`config.mk`:
```
export PLATFORM = sky130hd
export DESIGN_NAME = store_queue
export DESIGN_NICKNAME = d
export VERILOG_FILES = /design/src/rtl/store_queue_pkg.sv /design/src/rtl/store_queue_fwd_select.sv /design/src/rtl/store_queue.sv
export SDC_FILE = /design/constraint.sdc
export NUM_CORES = 2
export LEC_CHECK = 0
export ABC_AREA = 1
export BUFFER_PORTS_ARGS = -buffer_cell sky130_fd_sc_hd__buf_2
export CELL_PAD_IN_SITES_DETAIL_PLACEMENT = 2
export CELL_PAD_IN_SITES_GLOBAL_PLACEMENT = 2
export CORE_MARGIN = 5
export CORE_UTILIZATION = 32
export CTS_CLUSTER_SIZE = 40
export DETAILED_ROUTE_END_ITERATION = 16
export PLACE_DENSITY_LB_ADDON = 0.1
export SYNTH_ARGS = -nofsm -noshare
export SYNTH_HDL_FRONTEND = slang
export SYNTH_SLANG_ARGS = --single-unit
```
`constraint.sdc`:
```
create_clock -name clk -period 5 [get_ports clk]
set_clock_uncertainty 0.1 [all_clocks]
set_input_delay 1 -clock clk [delete_from_list [all_inputs] [get_ports clk]]
set_output_delay 1 -clock clk [all_outputs]
set_load 0.005 [all_outputs]
```
`src/rtl/store_queue_pkg.sv`:
```
// Shared types for the commit-side store queue; the address width matches the
// CPU data-memory array.
package store_queue_pkg;

    localparam int MEM_ADDR_W = 10;
    localparam int SQ_DATA_W  = 32;

    typedef struct packed {
        logic                  valid;
        logic [MEM_ADDR_W-1:0] addr;
        logic [SQ_DATA_W-1:0]  data;
    } store_entry_t;

endpackage

```
`src/rtl/store_queue_fwd_select.sv`:
```
// Youngest-first address match over the queue entries for store-to-load forwarding.
module store_queue_fwd_select
    import store_queue_pkg::*;
#(
    parameter int DEPTH = 8,
    parameter int PTR_W = $clog2(DEPTH)
) (
    input  store_entry_t          entries [DEPTH],
    input  logic [PTR_W-1:0]      tail,
    input  logic [MEM_ADDR_W-1:0] ld_addr,
    output logic                  hit,
    output logic [SQ_DATA_W-1:0]  data
);

    logic [PTR_W-1:0] idx;

    // Valid entries are contiguous behind tail, so the first match walking
    // backwards from tail-1 is the youngest store to that address.
    always_comb begin
        hit  = 1'b0;
        data = '0;
        idx  = '0;
        for (int k = 1; k <= DEPTH; k++) begin
            idx = tail - PTR_W'(k);
            if (!hit && entries[idx].valid && entries[idx].addr == ld_addr) begin
                hit  = 1'b1;
                data = entries[idx].data;
            end
        end
    end

endmodule

```
`src/rtl/store_queue.sv`:
```
// Commit-side store queue: in-order drain to memory over req/ack, with
// forwarding of committed-but-undrained stores to later loads.
module store_queue
    import store_queue_pkg::*;
#(
    parameter int DEPTH  = 8,
    parameter int ADDR_W = MEM_ADDR_W,
    parameter int DATA_W = SQ_DATA_W
) (
    input  logic                       clk,
    input  logic                       RSTN_N,
    input  logic                       push_valid,
    output logic                       push_ready,
    input  logic [ADDR_W-1:0]          push_addr,
    input  logic [DATA_W-1:0]          push_data,
    output logic                       mem_req,
    output logic [ADDR_W-1:0]          mem_addr,
    output logic [DATA_W-1:0]          mem_wdata,
    input  logic                       mem_ack,
    input  logic [ADDR_W-1:0]          ld_addr,
    output logic                       ld_hit,
    output logic [DATA_W-1:0]          ld_data,
    output logic [$clog2(DEPTH+1)-1:0] count,
    output logic                       empty
);

    localparam int PTR_W = $clog2(DEPTH);
    localparam int CNT_W = $clog2(DEPTH+1);

    localparam logic [0:0] IDLE = 1'b0;
    localparam logic [0:0] REQ  = 1'b1;

    store_entry_t     entries [DEPTH];
    logic [PTR_W-1:0] head;
    logic [PTR_W-1:0] tail;
    logic [PTR_W-1:0] head_nxt;
    logic [0:0]       state;
    logic             push_fire;
    logic             pop_fire;

    // No full-queue bypass: a pop on the same edge does not open a slot early.
    assign push_ready = (count != CNT_W'(DEPTH));
    assign empty      = (count == '0);
    assign push_fire  = push_valid && push_ready;
    assign pop_fire   = (state == REQ) && mem_ack;
    assign head_nxt   = head + PTR_W'(1);

    always_ff @(posedge clk) begin
        if (!RSTN_N) begin
            head      <= '0;
            tail      <= '0;
            count     <= '0;
            state     <= IDLE;
            mem_req   <= 1'b0;
            mem_addr  <= '0;
            mem_wdata <= '0;
            for (int i = 0; i < DEPTH; i++) begin
                entries[i].valid <= 1'b0;
            end
        end else begin
            if (push_fire) begin
                entries[tail] <= '{valid: 1'b1, addr: push_addr, data: push_data};
                tail          <= tail + PTR_W'(1);
            end

            case (state)
                IDLE: begin
                    if (count != '0) begin
                        mem_addr  <= entries[head].addr;
                        mem_wdata <= entries[head].data;
                        mem_req   <= 1'b1;
                        state     <= REQ;
                    end
                end
                default: begin
                    if (mem_ack) begin
                        entries[head].valid <= 1'b0;
                        head                <= head_nxt;
                        // The next entry is already resident, so keep writing back-to-back.
                        if (count > CNT_W'(1)) begin
                            mem_addr  <= entries[head_nxt].addr;
                            mem_wdata <= entries[head_nxt].data;
                        end else begin
                            mem_req <= 1'b0;
                            state   <= IDLE;
                        end
                    end
                end
            endcase

            case ({push_fire, pop_fire})
                2'b10:   count <= count + CNT_W'(1);
                2'b01:   count <= count - CNT_W'(1);
                default: count <= count;
            endcase
        end
    end

    store_queue_fwd_select #(
        .DEPTH (DEPTH)
    ) u_fwd (
        .entries (entries),
        .tail    (tail),
        .ld_addr (ld_addr),
        .hit     (ld_hit),
        .data    (ld_data)
    );

endmodule

```
Word level (Yosys, flattened, before mapping) --
Cells that the tools add are included.
Word-level totals: bits of input ports 56, logic and storage cells 185, register bits 398
Operators by class: bitwise gates (word level) 10, $add $sub $neg 11, multiplexer cells 73, reductions and logical operators 33, equal/unequal tests 14, order comparisons 13
Operator list (count):
- two-way mux 344 bit | 4
- binary-select mux 43 bit (select 3 bit) | 10
- two-way mux 43 bit | 18
- bitwise mux 344 bit | 2
- two-way mux 32 bit | 12
- demux 43 bit (select 3 bit) | 2
- two-way mux 42 bit | 4
- equality test 10 bit | 8
- greater-or-equal comparator 4 bit, second input constant | 10
- two-way mux 10 bit | 4
- NOT 3 -> 4 bit | 10
- logical AND 1 bit | 19
- two-way mux 1 bit | 16
- subtractor 3 bit, second input constant | 4
- less-than comparator 4 x 1 -> 1 bit, second input constant | 2
- one-hot mux 4 bit (2 select lines) | 1
- zero test 1 bit | 7
- adder 3 x 1 -> 3 bit, second input constant | 2
- AND reduction 3 bit | 2
- subtractor 3 x 2 -> 3 bit, second input constant | 2
- adder 4 x 1 -> 4 bit, second input constant | 1
- greater-than comparator 4 x 1 -> 1 bit, second input constant | 1
- zero test 4 bit | 1
- != test 2 bit, second input constant | 2
- other kinds (9) | 10

Depth between registers and ports, before layout --
word-level depth 36, depth in mapped cells 31, gate-level depth less buffers 24

Modules after synthesis --
From an unflattened synthesis, not the netlist that was laid out.
Unflattened totals: cell total of the unflattened synthesis 6387, area, all modules 37176.9 µm²
Modules (own cells, without submodules):
- store_queue | sequential area each 11330.9 µm², cells each 2467, times used 1, area each 20176.9 µm²
- store_queue_fwd_select | sequential area each 0.0 µm², cells each 3920, times used 1, area each 17000.1 µm²

Least setup slack after synthesis --
Ideal clock, no wire load.
path kind reg2reg, start point reg tail[1], end point reg (tool-made name), cell stages (with the launch flop) 10, setup slack -0.119 ns, required time 4.406 ns, data arrival time 4.526 ns, clock period less this slack 5.119 ns, path buffers 5, library setup time 0.494 ns, path through dfxtp_1 > buf_2 > inv_2 > buf_4 > buf_2 > buf_2 > buf_2 > ha_1 > inv_1 > nor3_1
RTL lines:
- start: declaration | line store_queue.sv:35 | logic [PTR_W-1:0] tail;
- start signal: assignment | line store_queue.sv:63 | tail <= tail + PTR_W'(1);

Worst setup path after layout --
start point reg tail[0], end point out ld_data[2]
Between the ends: longest elaborated chain between the ends 36
RTL lines:
- subtractor 3 x 1 -> 3 bit | line store_queue_fwd_select.sv:24 | idx = tail - PTR_W'(k);
- NOT 3 -> 4 bit (implied by the code) | line store_queue_fwd_select.sv:25, store_queue_fwd_select.sv:27
- binary-select mux 43 bit (select 3 bit) | line store_queue_fwd_select.sv:25, store_queue_fwd_select.sv:27
- two-way mux 43 bit (implied by the code) (2 in series) | line store_queue_fwd_select.sv:27 | data = entries[idx].data;
- equality test 10 bit | line store_queue_fwd_select.sv:25 | if (!hit && entries[idx].valid && entries[idx].addr == ld_addr) begin
- logical AND 1 bit | line store_queue_fwd_select.sv:25
- two-way mux 1 bit | line store_queue_fwd_select.sv:25
- zero test 1 bit | line store_queue_fwd_select.sv:25
- (+16 left out)
- logical AND 1 bit (2 in series) | line store_queue_fwd_select.sv:25
- two-way mux 1 bit | line store_queue_fwd_select.sv:25
- zero test 1 bit | line store_queue_fwd_select.sv:25
- logical AND 1 bit (2 in series) | line store_queue_fwd_select.sv:25
- two-way mux 1 bit | line store_queue_fwd_select.sv:25
- zero test 1 bit | line store_queue_fwd_select.sv:25
- logical AND 1 bit (2 in series) | line store_queue_fwd_select.sv:25
- two-way mux 32 bit * | line store_queue_fwd_select.sv:25
- end: declaration | line store_queue.sv:22 | output logic [DATA_W-1:0] ld_data,
Every way passes the cells marked *; elsewhere a longest branch is shown, timed or not. The select of a mux whose other input is x is not followed.

==> metrics.md <==
| Metric | Value |
|---|---|
| Critical path origin | tail[0] |
| Height of the die | 340 um |
| Clock tree buffer depth | 3 |
| GRT Max-Usage Layer | met2 |
| Total routed wirelength | 195000 um |
| Post-synth EDFFs | between 300 and 400 |
| Data required time of the critical path | about 4 ns |
| Remaining Overflow, GRT | 0 |
| Total of max-cap violations | 0 |
| Violations in the final reports | setup timing |
| Clock sink total | between 300 and 400 |
| Cells taking the most area after synthesis | edfxtp_1 29%, o21ai_0 16%, nand2_1 15% |
| Maximum fanout encountered on the critical timing path | 10 |
| Met3 track demand over resource in global routing | under 10% |
| Post-layout min period | 5.27 ns |
| Worst setup timing slack at the placement stage | between 0.1 and 0.15 ns |
| Post-synthesis instance total | approximately 5500 |
| Net count after synthesis | between 5000 and 6000 |
| Number of vias per cell | approximately 5.9 |
| Slowest cell on the critical path | dfxtp_4 |
| Avg WL per Cell | 28.2 um |
| PD cells | between 300 and 400 nW/um2 |
| Final setup viols | 32 |
| Fraction of layout instances using a drive strength above 1 | approximately 12% |
| Max Slew Vio Count | 0 |
| Number of detailed-routing iterations run before antenna repair | 5 |
| Proportion of synthesized flip-flops having asynchronous set or reset | 0% |
| Cell depth of the worst min-delay path | 4 |
| Count of vias placed by the detailed router | approximately 41000 |
| Top cell type by total area after synthesis | edfxtp_1 |
| Top-area cell type share of the netlist area | 28.9% |
| Half-perimeter wire length of the detailed placement result | around 130000 um |
| H-tree depth reported by CTS | 2 |
| Outcome | finished with violations |
| Met2 demand-to-capacity share in global routing | around 56% |
| IO Port Bufs | ~140 |
| Quantity of hold-fixing buffers added after cts | 0 |
| Worst hold path type | flip-flop to flip-flop |
| Final Hold Vio Count | 0 |
| Worst-Skew Late Latency | about 0.65 ns |
| Worst Setup End Kind | output port |
| Worst setup slack after layout | -0.269 ns |
| Kind of critical path | flip-flop to output port |
| Register area share after synthesis | between 30% and 40% |
| Final TNS setup | -5.91 ns |
| Number of placed I/O pins | around 140 |
| Final cell count without fillers | ~6900 |
| Leakage power | 18.0 nW |
| Worst reg2reg path endpoint | mem_wdata[14] |
| Worst setup path endpoint | ld_data[2] |
| Highest attainable clock frequency | around 190 MHz |
| Design Power | ~14 mW |
| Detailed-route DRC error count | 0 |
| Arrival time of data at the critical path endpoint | around 4.2 ns |
| Rel. slew slack | under 10% |
| Cell Area, Synth | around 35000 um2 |
| Peak per-stage delay on the critical path | roughly 0.40 ns |
| CTS clock-pin slew for the worst setup and hold paths | ~0.060 ns |
| Most used standard cells in the synthesized netlist | 1352 x nand2_1, 1103 x o21ai_0, 628 x inv_1, 596 x nand3_1, 336 x edfxtp_1 |
| Placed cell count | 6782 |
| Share of the cycle needed by the critical path after routing | 105% |
| R2R Path Start | head[0] |
| Post-route antenna net violation count | 0 |
| First-pass GRT wire length | about 280000 um |
| Flop and latch count out of synthesis | 398 |
| Synthesized area divided by synthesized cell count | between 6 and 7 um2 |
| CTS tree | built |
| Worst setup SP type | flip-flop |
| Critical hold path startpoint | mem_wdata[14] |
| Std-Cell Rows | about 120 |
| Commonest register cell after synthesis | edfxtp_1 |
| Total clock buffers created by CTS | 50 |
| Maximum vdd ir drop | around 330 uV |
| Clk Tree Root Cell | clkbuf_16 |
| Most frequent cell after synthesis | nand2_1 |
| Most used cell along the critical path | buf_12 |
| RSZ-0062 raised after global routing | true |
| Total number of nets in the final design | between 5000 and 6000 |
| Layout overhead on the synthesized area | 18.5% |
| Die width | roughly 340 um |
| Transition at the pin with the smallest max-transition slack | between 1 and 1.5 ns |
| Starting utilization of the core area | around a third |
| Placer Congestion | just over 0.9 |
| Cells on worst reg2reg path | 10 |
| Largest net degree at the start of global routing | between 150 and 200 |
| Number of global-route vias before repair | between 40000 and 50000 |
| Initial antenna violation count | 20 |
| Overall die area | roughly 120000 um2 |
| Initial DRC Count | 2895 |
| Std-Cell Core Area | around 110000 um2 |
| Register-to-Register Setup Slack | 1.31 ns |
| Unique cell type count in the Yosys netlist | 45 |
| Overall global routing resource usage | between 30% and 40% |
| Global routing met1 resource utilization | around 42% |
| Share of the core filled with cells | 38.1% |
| Warnings from Yosys | 0 |
[cells in the final DEF, fill, tap and decap left out, drive strengths merged]
master / n
a21oi: 329
a31oi: 5
a32oi: 1
and2: 5
buf: 358
bufbuf: 7
bufinv: 6
clkbuf: 62
clkinv: 34
clkinvlp: 6
dfxtp: 62
diode: 7
edfxtp: 336
ha: 11
inv: 640
mux2i: 128
nand2: 1354
nand3: 602
nand4: 104
nor2: 226
nor3: 51
nor3b: 1
nor4: 1
o2111ai: 11
o211ai: 45
o21a: 1
o21ai: 1112
o221ai: 2
o22ai: 2
o311ai: 1
or2: 3
xnor2: 2
xor2: 11
[worst min path at each step]
stage	end	slack (ns)
2_1_floorplan	head[1]	0.39
3_3_place_gp	mem_wdata[5]	0.43
3_5_place_dp	mem_wdata[9]	0.44
4_1_cts	mem_wdata[5]	0.45
5_1_grt	entries[42]	0.49
6_report	mem_wdata[14]	0.45
[timing repair]
item / 4_1_cts / 5_1_grt
endpoints found under the hold margin: 0 / 0
gates resized for setup: 195 / 93
pin swaps: 34 / 24
buffers inserted: 35 / 6
endpoints found under the setup margin: 32 / 32
cloned: 15 / 3
[where the power goes]
group          switching, mW  internal, mW  total, mW  leakage, nW
clock network           1.67          2.16       3.83        0.802
registers              0.174          3.82       3.99         3.55
logic                   4.57          1.78       6.35         13.7
total                   6.41          7.76       14.2         18.0
[per-layer routing]
layer  share of wire [%]  wire, um  vias to the layer above
met5               0.014        28                        -
met4                 3.8      7380                        6
met3                 5.6     11000                      372
met2                  48     92800                     1293
met1                  43     84100                    20822
li1                    -         -                    18440
[worst max-delay path: cells and delay by family, from the launching register on]
| kind | cells | cell delay (ns) |
|---|---|---|
| adder cells (fa/ha/maj) | 1 | 0.32 |
| buffers and inverters | 10 | 1.19 |
| flip-flops | 1 | 0.40 |
| AND/OR/NAND/NOR | 15 | 1.58 |
[area by class of cell]
| class | count | area [um2] |
|---|---|---|
| Fill cell | 12994 | 67200 |
| Multi-Input combinational cell | 4008 | 20300 |
| Sequential cell | 398 | 11300 |
| Timing Repair Buffer | 369 | 3800 |
| Inverter | 649 | 2510 |
| Tap cell | 1414 | 1770 |
| Clock buffer | 58 | 1280 |
| Clock inverter | 36 | 387 |
| Antenna cell | 7 | 17.5 |
| Timing Repair inverter | 1 | 8.76 |
[cell families (layout without fill, tap and decap cells)]
| family | after synthesis | after routing | synth area share, % |
|---|---|---|---|
| mux | 128 | 128 | 3.67 |
| buf+inv | 1074 | 1113 | 12.3 |
| flops | 398 | 398 | 32.5 |
| simple gates | 2347 | 2347 | 28.7 |
| other cells | 0 | 7 | 0 |
| xor+xnor | 13 | 13 | 0.401 |
| compound gates | 1509 | 1509 | 22.1 |
| fa+ha+maj | 11 | 11 | 0.394 |
[metrics by stage]
| step | hold slack (ns) | instance area (um2) |
|---|---|---|
| 4_1_cts | 0.454 | 40900 |
| 3_3_place_gp | 0.425 | 37600 |
| 3_5_place_dp | 0.445 | 37600 |
| 5_1_grt | 0.491 | 41400 |
| 2_1_floorplan | 0.386 | 34900 |
| 6_report | 0.452 | 41400 |
(Power assumes the default switching activity.)
